`src/rtl/fpu16_pkg.sv`:
```
// Shared types and constants for the 16-bit FPU operand front end.
// FRAME_CHECKSUM_EN selects the six-byte frame with a trailing XOR checksum.
package fpu16_pkg;

    typedef enum logic [2:0] {
        S_OP,
        S_AH,
        S_AL,
        S_BH,
        S_BL,
        S_CHK
    } state_e;

    localparam int DATA_LSB = 0;
    localparam int STB_BIT  = 8;
    localparam int SYNC_BIT = 9;
    localparam int PIN_W    = 10;
    localparam int BYTE_W   = 8;
    localparam int OP_W     = 4;

`ifdef FRAME_CHECKSUM_EN
    localparam int FRAME_LEN = 6;
`else
    localparam int FRAME_LEN = 5;
`endif

endpackage

```
`src/rtl/operand_deserializer_pin_sync.sv`:
```
// Pin-bus synchronizer with strobe rising-edge detect gated by an arm flag.
// Bytes are only recognised after the strobe has been seen low since reset.
module pin_sync
    import fpu16_pkg::*;
#(
    parameter int SYNC_STAGES = 2
) (
    input  logic              clock,
    input  logic              reset,
    input  logic [PIN_W-1:0]  pins,
    output logic [BYTE_W-1:0] byte_o,
    output logic              abort_o,
    output logic              rise_o
);

    logic [SYNC_STAGES-1:0][PIN_W-1:0] sync_q, sync_d;
    logic [SYNC_STAGES-1:0]            fill_q, fill_d;
    logic                              prev_q, prev_d;
    logic                              armed_q, armed_d;
    logic                              stb;
    logic                              valid;

    always_comb begin
        sync_d  = {sync_q[SYNC_STAGES-2:0], pins};
        // fill tracks how far real pin data has travelled since reset, so the
        // reset zeros in the chain cannot masquerade as a low strobe
        fill_d  = {fill_q[SYNC_STAGES-2:0], 1'b1};
        stb     = sync_q[SYNC_STAGES-1][STB_BIT];
        valid   = fill_q[SYNC_STAGES-1];
        prev_d  = stb;
        armed_d = armed_q | (valid & ~stb);
        rise_o  = valid & armed_q & stb & ~prev_q;
        byte_o  = sync_q[SYNC_STAGES-1][DATA_LSB +: BYTE_W];
        abort_o = sync_q[SYNC_STAGES-1][SYNC_BIT];
    end

    always_ff @(posedge clock) begin
        if (reset) begin
            sync_q  <= '0;
            fill_q  <= '0;
            prev_q  <= 1'b0;
            armed_q <= 1'b0;
        end else begin
            sync_q  <= sync_d;
            fill_q  <= fill_d;
            prev_q  <= prev_d;
            armed_q <= armed_d;
        end
    end

endmodule

```
`src/rtl/operand_deserializer.sv`:
```
// Byte-serial operand frame collector: OP, A_HI, A_LO, B_HI, B_LO (+CHK when
// FRAME_CHECKSUM_EN), committed atomically to num1/num2/op with a start pulse.
module operand_deserializer
    import fpu16_pkg::*;
#(
    parameter int SYNC_STAGES = 2,
    parameter int WIDTH       = 16
) (
    input  logic             clock,
    input  logic             reset,
    input  logic [PIN_W-1:0] in,
    output logic [WIDTH-1:0] num1,
    output logic [WIDTH-1:0] num2,
    output logic [OP_W-1:0]  op,
    output logic             start,
    output logic             err
);

    logic [BYTE_W-1:0] rx_byte;
    logic              rx_abort;
    logic              rx_rise;

    pin_sync #(.SYNC_STAGES(SYNC_STAGES)) u_pin_sync (
        .clock   (clock),
        .reset   (reset),
        .pins    (in),
        .byte_o  (rx_byte),
        .abort_o (rx_abort),
        .rise_o  (rx_rise)
    );

    state_e            state_q, state_d;
    logic [OP_W-1:0]   op_sh_q, op_sh_d;
    logic [WIDTH-1:0]  a_sh_q, a_sh_d;
    logic [WIDTH-1:0]  b_sh_q, b_sh_d;
    logic [WIDTH-1:0]  num1_q, num1_d;
    logic [WIDTH-1:0]  num2_q, num2_d;
    logic [OP_W-1:0]   op_q, op_d;
    logic              start_q, start_d;
    logic              commit;
`ifdef FRAME_CHECKSUM_EN
    logic [BYTE_W-1:0] chk_q, chk_d;
    logic              err_q, err_d;
`endif

    always_comb begin
        state_d = state_q;
        op_sh_d = op_sh_q;
        a_sh_d  = a_sh_q;
        b_sh_d  = b_sh_q;
        num1_d  = num1_q;
        num2_d  = num2_q;
        op_d    = op_q;
        start_d = 1'b0;
        commit  = 1'b0;
`ifdef FRAME_CHECKSUM_EN
        chk_d   = chk_q;
        err_d   = 1'b0;
`endif
        // abort wins over a byte arriving in the same cycle
        if (rx_abort) begin
            state_d = S_OP;
            op_sh_d = '0;
            a_sh_d  = '0;
            b_sh_d  = '0;
`ifdef FRAME_CHECKSUM_EN
            chk_d   = '0;
`endif
        end else if (rx_rise) begin
`ifdef FRAME_CHECKSUM_EN
            chk_d = chk_q ^ rx_byte;
`endif
            unique case (state_q)
                S_OP: begin
                    op_sh_d = rx_byte[OP_W-1:0];
`ifdef FRAME_CHECKSUM_EN
                    chk_d   = rx_byte;
`endif
                    state_d = S_AH;
                end
                S_AH: begin
                    a_sh_d[WIDTH-1 -: BYTE_W] = rx_byte;
                    state_d = S_AL;
                end
                S_AL: begin
                    a_sh_d[BYTE_W-1:0] = rx_byte;
                    state_d = S_BH;
                end
                S_BH: begin
                    b_sh_d[WIDTH-1 -: BYTE_W] = rx_byte;
                    state_d = S_BL;
                end
                S_BL: begin
                    b_sh_d[BYTE_W-1:0] = rx_byte;
`ifdef FRAME_CHECKSUM_EN
                    state_d = S_CHK;
`else
                    commit  = 1'b1;
                    state_d = S_OP;
`endif
                end
`ifdef FRAME_CHECKSUM_EN
                S_CHK: begin
                    state_d = S_OP;
                    if (rx_byte == chk_q) commit = 1'b1;
                    else                  err_d  = 1'b1;
                end
`endif
                default: state_d = S_OP;
            endcase
        end

        if (commit) begin
            num1_d  = a_sh_d;
            num2_d  = b_sh_d;
            op_d    = op_sh_d;
            start_d = 1'b1;
        end
    end

    always_ff @(posedge clock) begin
        if (reset) begin
            state_q <= S_OP;
            op_sh_q <= '0;
            a_sh_q  <= '0;
            b_sh_q  <= '0;
            num1_q  <= '0;
            num2_q  <= '0;
            op_q    <= '0;
            start_q <= 1'b0;
`ifdef FRAME_CHECKSUM_EN
            chk_q   <= '0;
            err_q   <= 1'b0;
`endif
        end else begin
            state_q <= state_d;
            op_sh_q <= op_sh_d;
            a_sh_q  <= a_sh_d;
            b_sh_q  <= b_sh_d;
            num1_q  <= num1_d;
            num2_q  <= num2_d;
            op_q    <= op_d;
            start_q <= start_d;
`ifdef FRAME_CHECKSUM_EN
            chk_q   <= chk_d;
            err_q   <= err_d;
`endif
        end
    end

    assign num1  = num1_q;
    assign num2  = num2_q;
    assign op    = op_q;
    assign start = start_q;
`ifdef FRAME_CHECKSUM_EN
    assign err   = err_q;
`else
    assign err   = 1'b0;
`endif

endmodule

```
`config.mk`:
```
export PLATFORM = sky130hd
export DESIGN_NAME = operand_deserializer
export DESIGN_NICKNAME = d
export VERILOG_FILES = /design/src/rtl/fpu16_pkg.sv /design/src/rtl/operand_deserializer_pin_sync.sv /design/src/rtl/operand_deserializer.sv
export SDC_FILE = /design/constraint.sdc
export NUM_CORES = 1
export LEC_CHECK = 0
export CELL_PAD_IN_SITES_DETAIL_PLACEMENT = 2
export CELL_PAD_IN_SITES_GLOBAL_PLACEMENT = 2
export CORE_ASPECT_RATIO = 0.7
export CORE_MARGIN = 2
export CORE_UTILIZATION = 34
export DETAILED_ROUTE_END_ITERATION = 8
export PLACE_DENSITY_LB_ADDON = 0.1
export SETUP_SLACK_MARGIN = 0.5
export SLEW_MARGIN = 15
export SYNTH_ARGS = -nofsm -noshare
export SYNTH_HDL_FRONTEND = slang
export SYNTH_SLANG_ARGS = --single-unit
export TNS_END_PERCENT = 10
```
`constraint.sdc`:
```
create_clock -name clock -period 1.8 [get_ports clock]
set_clock_uncertainty 0.15 [all_clocks]
set_input_delay 0.18 -clock clock [delete_from_list [all_inputs] [get_ports clock]]
set_output_delay 0.18 -clock clock [all_outputs]
set_load 0.02 [all_outputs]
```
==> impl_metrics.py <==
metrics = {
    "critical_path": {
        "max_stage_delay_ps": 320,
        "crit_slowest_cell": "and4b_2",
        "criticalPathCategory": "flip-flop to flip-flop",
        "critPathRequiredTime_ps": 1870,
        "crit_arrival_ps": 1790,
        "crit_chain": "and4b_1 > and4b_2 > clkbuf_16 > mux2i_1 > o2bb2ai_1",
        "cp-end-kind": "flip-flop",
        "critPathLaunchType": "flip-flop",
        "critPathMaxFanout": 4,
    },
    "routing": {
        "drtIter0Drc": 59,
        "met2WireLength_um": 3960,
        "top_layer": "met4",
        "drt-pass1-iter-count": 4,
        "route.detailed.drc": 0,
        "dr_wl_met3_um": 260,
        "wire_per_inst_um": 17.5,
        "detail_route.vias_per_cell": 4.65,
        "vias": 2168,
        "wl_met1_um": 3840,
        "drt_wl_total_um": 8150,
        "ant_nets": 0,
    },
    "final_layout": {
        "fillers": 897,
        "multi_input_area_um2": 1300,
        "nets": 349,
        "n_antenna_cell": 0,
        "final_core_util_pct": 49.8,
        "regArea_um2": 1850,
        "layout-drive-gt1-share_pct": 24.3,
        "syn_to_final_growth_pct": 44.2,
    },
    "power_and_ir_drop": {
        "clkPwrFrac_pct": 50.0,
        "p_seq_share_pct": 47.5,
        "internal_power_mw": 3.55,
        "p_per_area_nw_per_um2": 990,
        "p_sw_share_pct": 19.3,
        "p_sw_mw": 0.849,
        "peakVddDrop_mv": 0.518,
        "total_leakage_power_nw": 1.65,
        "p_comb_share_pct": 2.5,
    },
    "placement": {
        "place.gp.congestion": 0.696,
        "place_ws_ps": -36.2,
        "numPortBuffers": 48,
        "hpwl_um": 4740,
    },
    "sta": {
        "maxSlewViolCount": 0,
        "timing.final.hold_violations": 0,
        "slew_headroom_pct": 64.5,
        "rsz0062_at_grt": "true",
        "fmax_mhz": 579,
        "period_share_pct": 95.9,
        "finalCriticalPeriod_ps": 1730,
        "tightest_slew_ps": 532,
        "setup_viol": 0,
        "fin_tns_setup_ps": 0,
        "finalWorstSetupSlack_ps": 73.5,
    },
    "synth": {
        "synth_area_um2": 3080,
        "seq_area_frac_synth_pct": 59.8,
        "synth_area_leader_cell": "dfxtp_1",
        "synth-edff-count": 0,
        "yosys.cell_types.count": 31,
        "ys_async_sr_fraction_pct": 0,
        "synth_top_area_share_pct": 59.8,
        "synthTopCellsByArea": "dfxtp_1, mux2i_1, o2bb2ai_1",
        "synth-seq-cells": 92,
        "avgSynthCellArea_um2": 11.3,
        "ys.flop_type": "dfxtp_1",
        "syn_inst": 273,
        "yosys_warnings": 0,
        "synth_common_cells": "dfxtp_1, nor2_1, mux2i_1, o2bb2ai_1, nor2b_1",
        "yosysMostFrequentCell": "dfxtp_1",
        "syn_nets": 285,
    },
    "die": {
        "num_rows": 29,
        "io-pin-count": 50,
        "start_util_pct": 34.5,
        "core_area_um2": 8930,
        "die_area_um2": 9850,
        "die_h_um": 83.7,
        "die_x_um": 118,
    },
    "global_route": {
        "grt_start_max_net_pins": 32,
        "grt_pass1_vias": 2329,
        "track_usage_pct": 16.9,
        "grt.overflow.total": 0,
        "grt_first_pass_wirelength_um": 12600,
        "antenna_found_initial": 0,
    },
    "clock_network": {
        "htree_levels": 3,
        "cts_tree": "done",
        "cts_buffer_depth": 2,
        "clk_pin_slew_ps": 60,
        "ctsHoldBuffers": 0,
        "numCtsBuffers": 9,
        "root_buffer": "clkbuf_16",
        "clk_latency_ps": 340,
        "numClockSinks": 92,
    },
    "outcome": {
        "status": "finished clean",
    },
    "run": {
        "cap_violations": 0,
    },
    "worst_hold_path": {
        "hold_path_class": "input port to flip-flop",
    },
}
## cell type report
type                    count  area share [%]
clock inverters             5            2.39
well taps                 124            3.49
inverters                   4           0.338
clock buffers              11            5.69
flip-flops and latches     92            41.7
repair buffers             72            17.1
multi-input cells         158            29.3
## final timing paths
check	from	end	slack, ps	cells past startpoint
min reg2reg	u_pin_sync.fill_q[0]	u_pin_sync.fill_q[1]	290	1
min	in[3]	u_pin_sync.sync_d[13]	250	2
max	u_pin_sync.prev_q	num2[15]	70	5
max reg2reg	u_pin_sync.prev_q	num2[15]	70	5
## placed cells by master, fill, tap and decap left out, types with 2 or more instances in the layout
cell type,synthesis,final
a21oi_1,12,11
a22o_2,4,4
buf_12,0,5
buf_4,4,14
buf_6,4,3
bufinv_16,0,3
clkbuf_16,0,10
clkbuf_8,0,2
clkdlybuf4s50_1,0,47
dfxtp_1,92,86
dfxtp_2,0,4
dfxtp_4,0,2
inv_1,3,3
mux2i_1,28,16
mux2i_2,0,2
mux2i_4,0,10
nand2_1,12,11
nor2_1,32,32
nor2_4,1,2
nor2b_1,21,21
nor3b_4,2,2
o21ai_0,8,7
o2bb2ai_1,23,17
o2bb2ai_2,1,7
## registers in the layout, indices dropped and copies added (netlist names)
name,cells
op_sh_q,4
u_pin_sync.armed_q,1
num1,16
u_pin_sync.sync_d,10
a_sh_q,16
start,1
num2,16
u_pin_sync.fill_q,2
b_sh_q,8
u_pin_sync.prev_q,1
u_pin_sync.byte_o,8
op,4
u_pin_sync.abort_o,1
state_q,3
u_pin_sync.prev_d,1
## metrics by stage
stage               total power [mW]  hold WS (ps)  cells  area [um^2]
global route                    4.58           244    466         4440
global placement                2.23           270    439         3730
CTS                             4.44           237    461         4220
detailed placement              2.23           280    439         3730
floorplan                       2.18           102    273         3090
finish                          4.40           248    466         4440
## worst max-delay path: cells and delay by family, from the launching register on
kind	cells	cell delay, ps
simple gates	2	600
flops	1	310
mux	1	260
buf+inv	1	180
compound gates	1	120
## layer usage
metal  up-vias  track usage (%)
li1       1052                -
met4         0             5.59
met1      1064             21.2
met3        10             4.78
met2        42             28.2
met5         -                0
## logic make-up after synthesis
group                  synth area share, %
buffers and inverters                 4.59
muxes                                 9.09
and+or+nand+nor                       14.6
DFF                                   59.8
other                                0.122
AOI/OAI and AO/OA                     11.9
## power by group through the flow
stage | sequential, mW | combinational [mW] | clock, mW
2_1_floorplan | 2.12 | 0.0619 | 0
3_3_place_gp | 2.13 | 0.0966 | 0
3_5_place_dp | 2.13 | 0.0983 | 0
4_1_cts | 2.08 | 0.108 | 2.25
5_1_grt | 2.09 | 0.122 | 2.37
6_report | 2.09 | 0.109 | 2.20
## timing repair
| item | CTS | global route |
|---|---|---|
| pin swaps | 2 | 9 |
| cloned | 1 | 1 |
| gates resized for setup | 14 | 34 |
| setup buffers | 5 | 4 |
| endpoints found under the setup margin | 105 | 105 |
Power figures use the tool's default switching activity.
==> RTL change (config.mk and constraints unchanged) <==
Change the parameter `WIDTH` from 16 to 18.
--- a/src/rtl/operand_deserializer.sv
+++ b/src/rtl/operand_deserializer.sv
@@ -5,5 +5,5 @@
 #(
     parameter int SYNC_STAGES = 2,
-    parameter int WIDTH       = 16
+    parameter int WIDTH       = 18
 ) (
     input  logic             clock,
Ports: changed (resized num1 and num2); port bits go from 50 to 54. The function was not compared with the original's and may differ.
==> RTL change against the original RTL <==
- non-clock buffer count shrank 5
- worst hold slack got worse by 5.6 ps
- area after synthesis increased by 4.2%
- count of clock-buffer cells in the layout increased by 1
- the run now ends with setup timing left
- setup slack lost 140 ps
- design area shrank 1.1%
- routed wire length is 5.8% higher
- sequential cell count is 8 higher
- power rose by 5.2%
- largest power group is now sequential cells
- first-iteration DRC count increased by 47%
==> RTL change: results (changes against the original RTL) <==
power_and_ir_drop:
  peakVddDrop_v: 0.000523  # +0.88%
  p_leak_nw: 1.69  # +2.6%
  pwr_density_cell_nw_per_um2: 1050  # +6.3%
placement:
  place.gp.congestion: 0.714  # +2.5%
  detailed_place_hpwl_mm: 5.25  # +11%
  postPlaceCellArea_um2: 3930  # +5.3%
  portBuffers: 52  # +8.3%
  detailedPlace.worstSlack_ps: -95.8  # -59.5 ps
timing:
  worstMarginPinSlew_ps: 533  # +1.14 ps
  final.setup.worst_slack_ps: -63.2  # -137 ps
  setup_viol_count_final: 24  # +24
  finalSetupTns_ps: -536  # -536 ps
outcome:
  violations: "setup timing"
  run_status: "finished, violations left"
logic_synthesis:
  most_frequent_cells_after_synthesis: "100 x dfxtp_1, 41 x nor2_1, 36 x mux2i_1"
  synth_sequential_area_ratio: 0.623  # +0.0257
  post_synth_num_cell_types: 30  # -3.2%
  synth.net_count: 291  # +2.1%
  netlist_top_cells_area: "dfxtp_1 62%, mux2i_1 11%, o2bb2ai_1 6.5%, nor2_1 4.8%, nor2b_1 4.3%"
worst_setup_path:
  worst-endpoint-arrival_ps: 1950  # +160 ps
  critical-path-slowest-cell: "or4b_4"
  critPathMaxFanout: 8  # +4
  slowest_delay_ps: 680  # +360 ps
  critical_path.top_delay_family: "simple AND/OR/NAND/NOR gates"
global_routing:
  grt_first_pass_wirelength_mm: 13.7  # +9.1%
  maximum_number_of_pins_on_one_net_before_global_route_repair: 33  # +3.1%
  grt.total_usage: 0.178  # +0.00905
  grt_pass1_vias: 2471  # +6.1%
worst_hold_path:
  hold_path_class: "in -> reg"
detailed_routing:
  detail_route.wirelength_mm: 8.63  # +5.8%
  detail_route.vias_per_cell: 4.77  # +2.5%
  drt-initial-drc-count: 87  # +47%
cts:
  cts_htree_levels: 3  # unchanged
finish:
  design.final.nets: 350  # +0.29%
  post_route_cells_drive_above_1_share: 0.327  # +0.0838
## RTL change: power by group
part | leakage, nW | switching, mW | internal [mW]
Clock | 0.173 | 0.818 | 1.43
Combinational | 0.710 | 0.0571 | 0.0494
Sequential | 0.811 | 0.0291 | 2.24
## RTL change: worst paths after layout
| check | start | to | slack, ps | cells past startpoint |
|---|---|---|---|---|
| max | u_pin_sync.prev_q$_SDFF_PP0_ | num1[7]$_SDFFE_PP0P_ | -60 | 4 |
| min | in[1] | u_pin_sync.sync_d[11]$_SDFF_PP0_ | 240 | 2 |
| max reg2reg | u_pin_sync.prev_q$_SDFF_PP0_ | num1[7]$_SDFFE_PP0P_ | -60 | 4 |
| min reg2reg | u_pin_sync.sync_d[14]$_SDFF_PP0_ | u_pin_sync.byte_o[4]$_SDFF_PP0_ | 290 | 1 |
## RTL change: final cells by class
class | count | area (µm²)
flip-flops and latches | 100 | 2000
well taps | 124 | 155
repair buffers | 67 | 492
multi-input cells | 156 | 1380
clock buffers | 12 | 256
clock inverters | 4 | 95.1
fillers | 928 | 4710
inverters | 4 | 15.0
## RTL change: logic make-up after synthesis
kind of cell           share of synthesized area
multiplexers                               0.112
AND/OR/NAND/NOR                            0.133
other                                    0.00117
buffers and inverters                     0.0343
AO/OA/AOI/OAI                             0.0958
flip-flops                                 0.623
## RTL change: routing by layer
layer  global-route usage  vias up  share of wire
met5                    0        -              0
met4               0.0513        0          0.010
met3               0.0531       10          0.040
met2                0.306       47           0.50
met1                0.217     1099           0.45
li1                     -     1072              -
## RTL change: timing repair
action,CTS,global route
pin swaps,5,7
buffers inserted,1,0
setup endpoints to repair,113,101
gates cloned,0,0
resized for setup,162,52
## RTL change: through the flow
step,power [mW],hold slack [ps],instances
floorplan,2.35,102,279
global placement,2.41,273,450
detailed placement,2.41,279,450
CTS,4.66,234,467
global route,4.79,234,467
finish,4.62,242,467
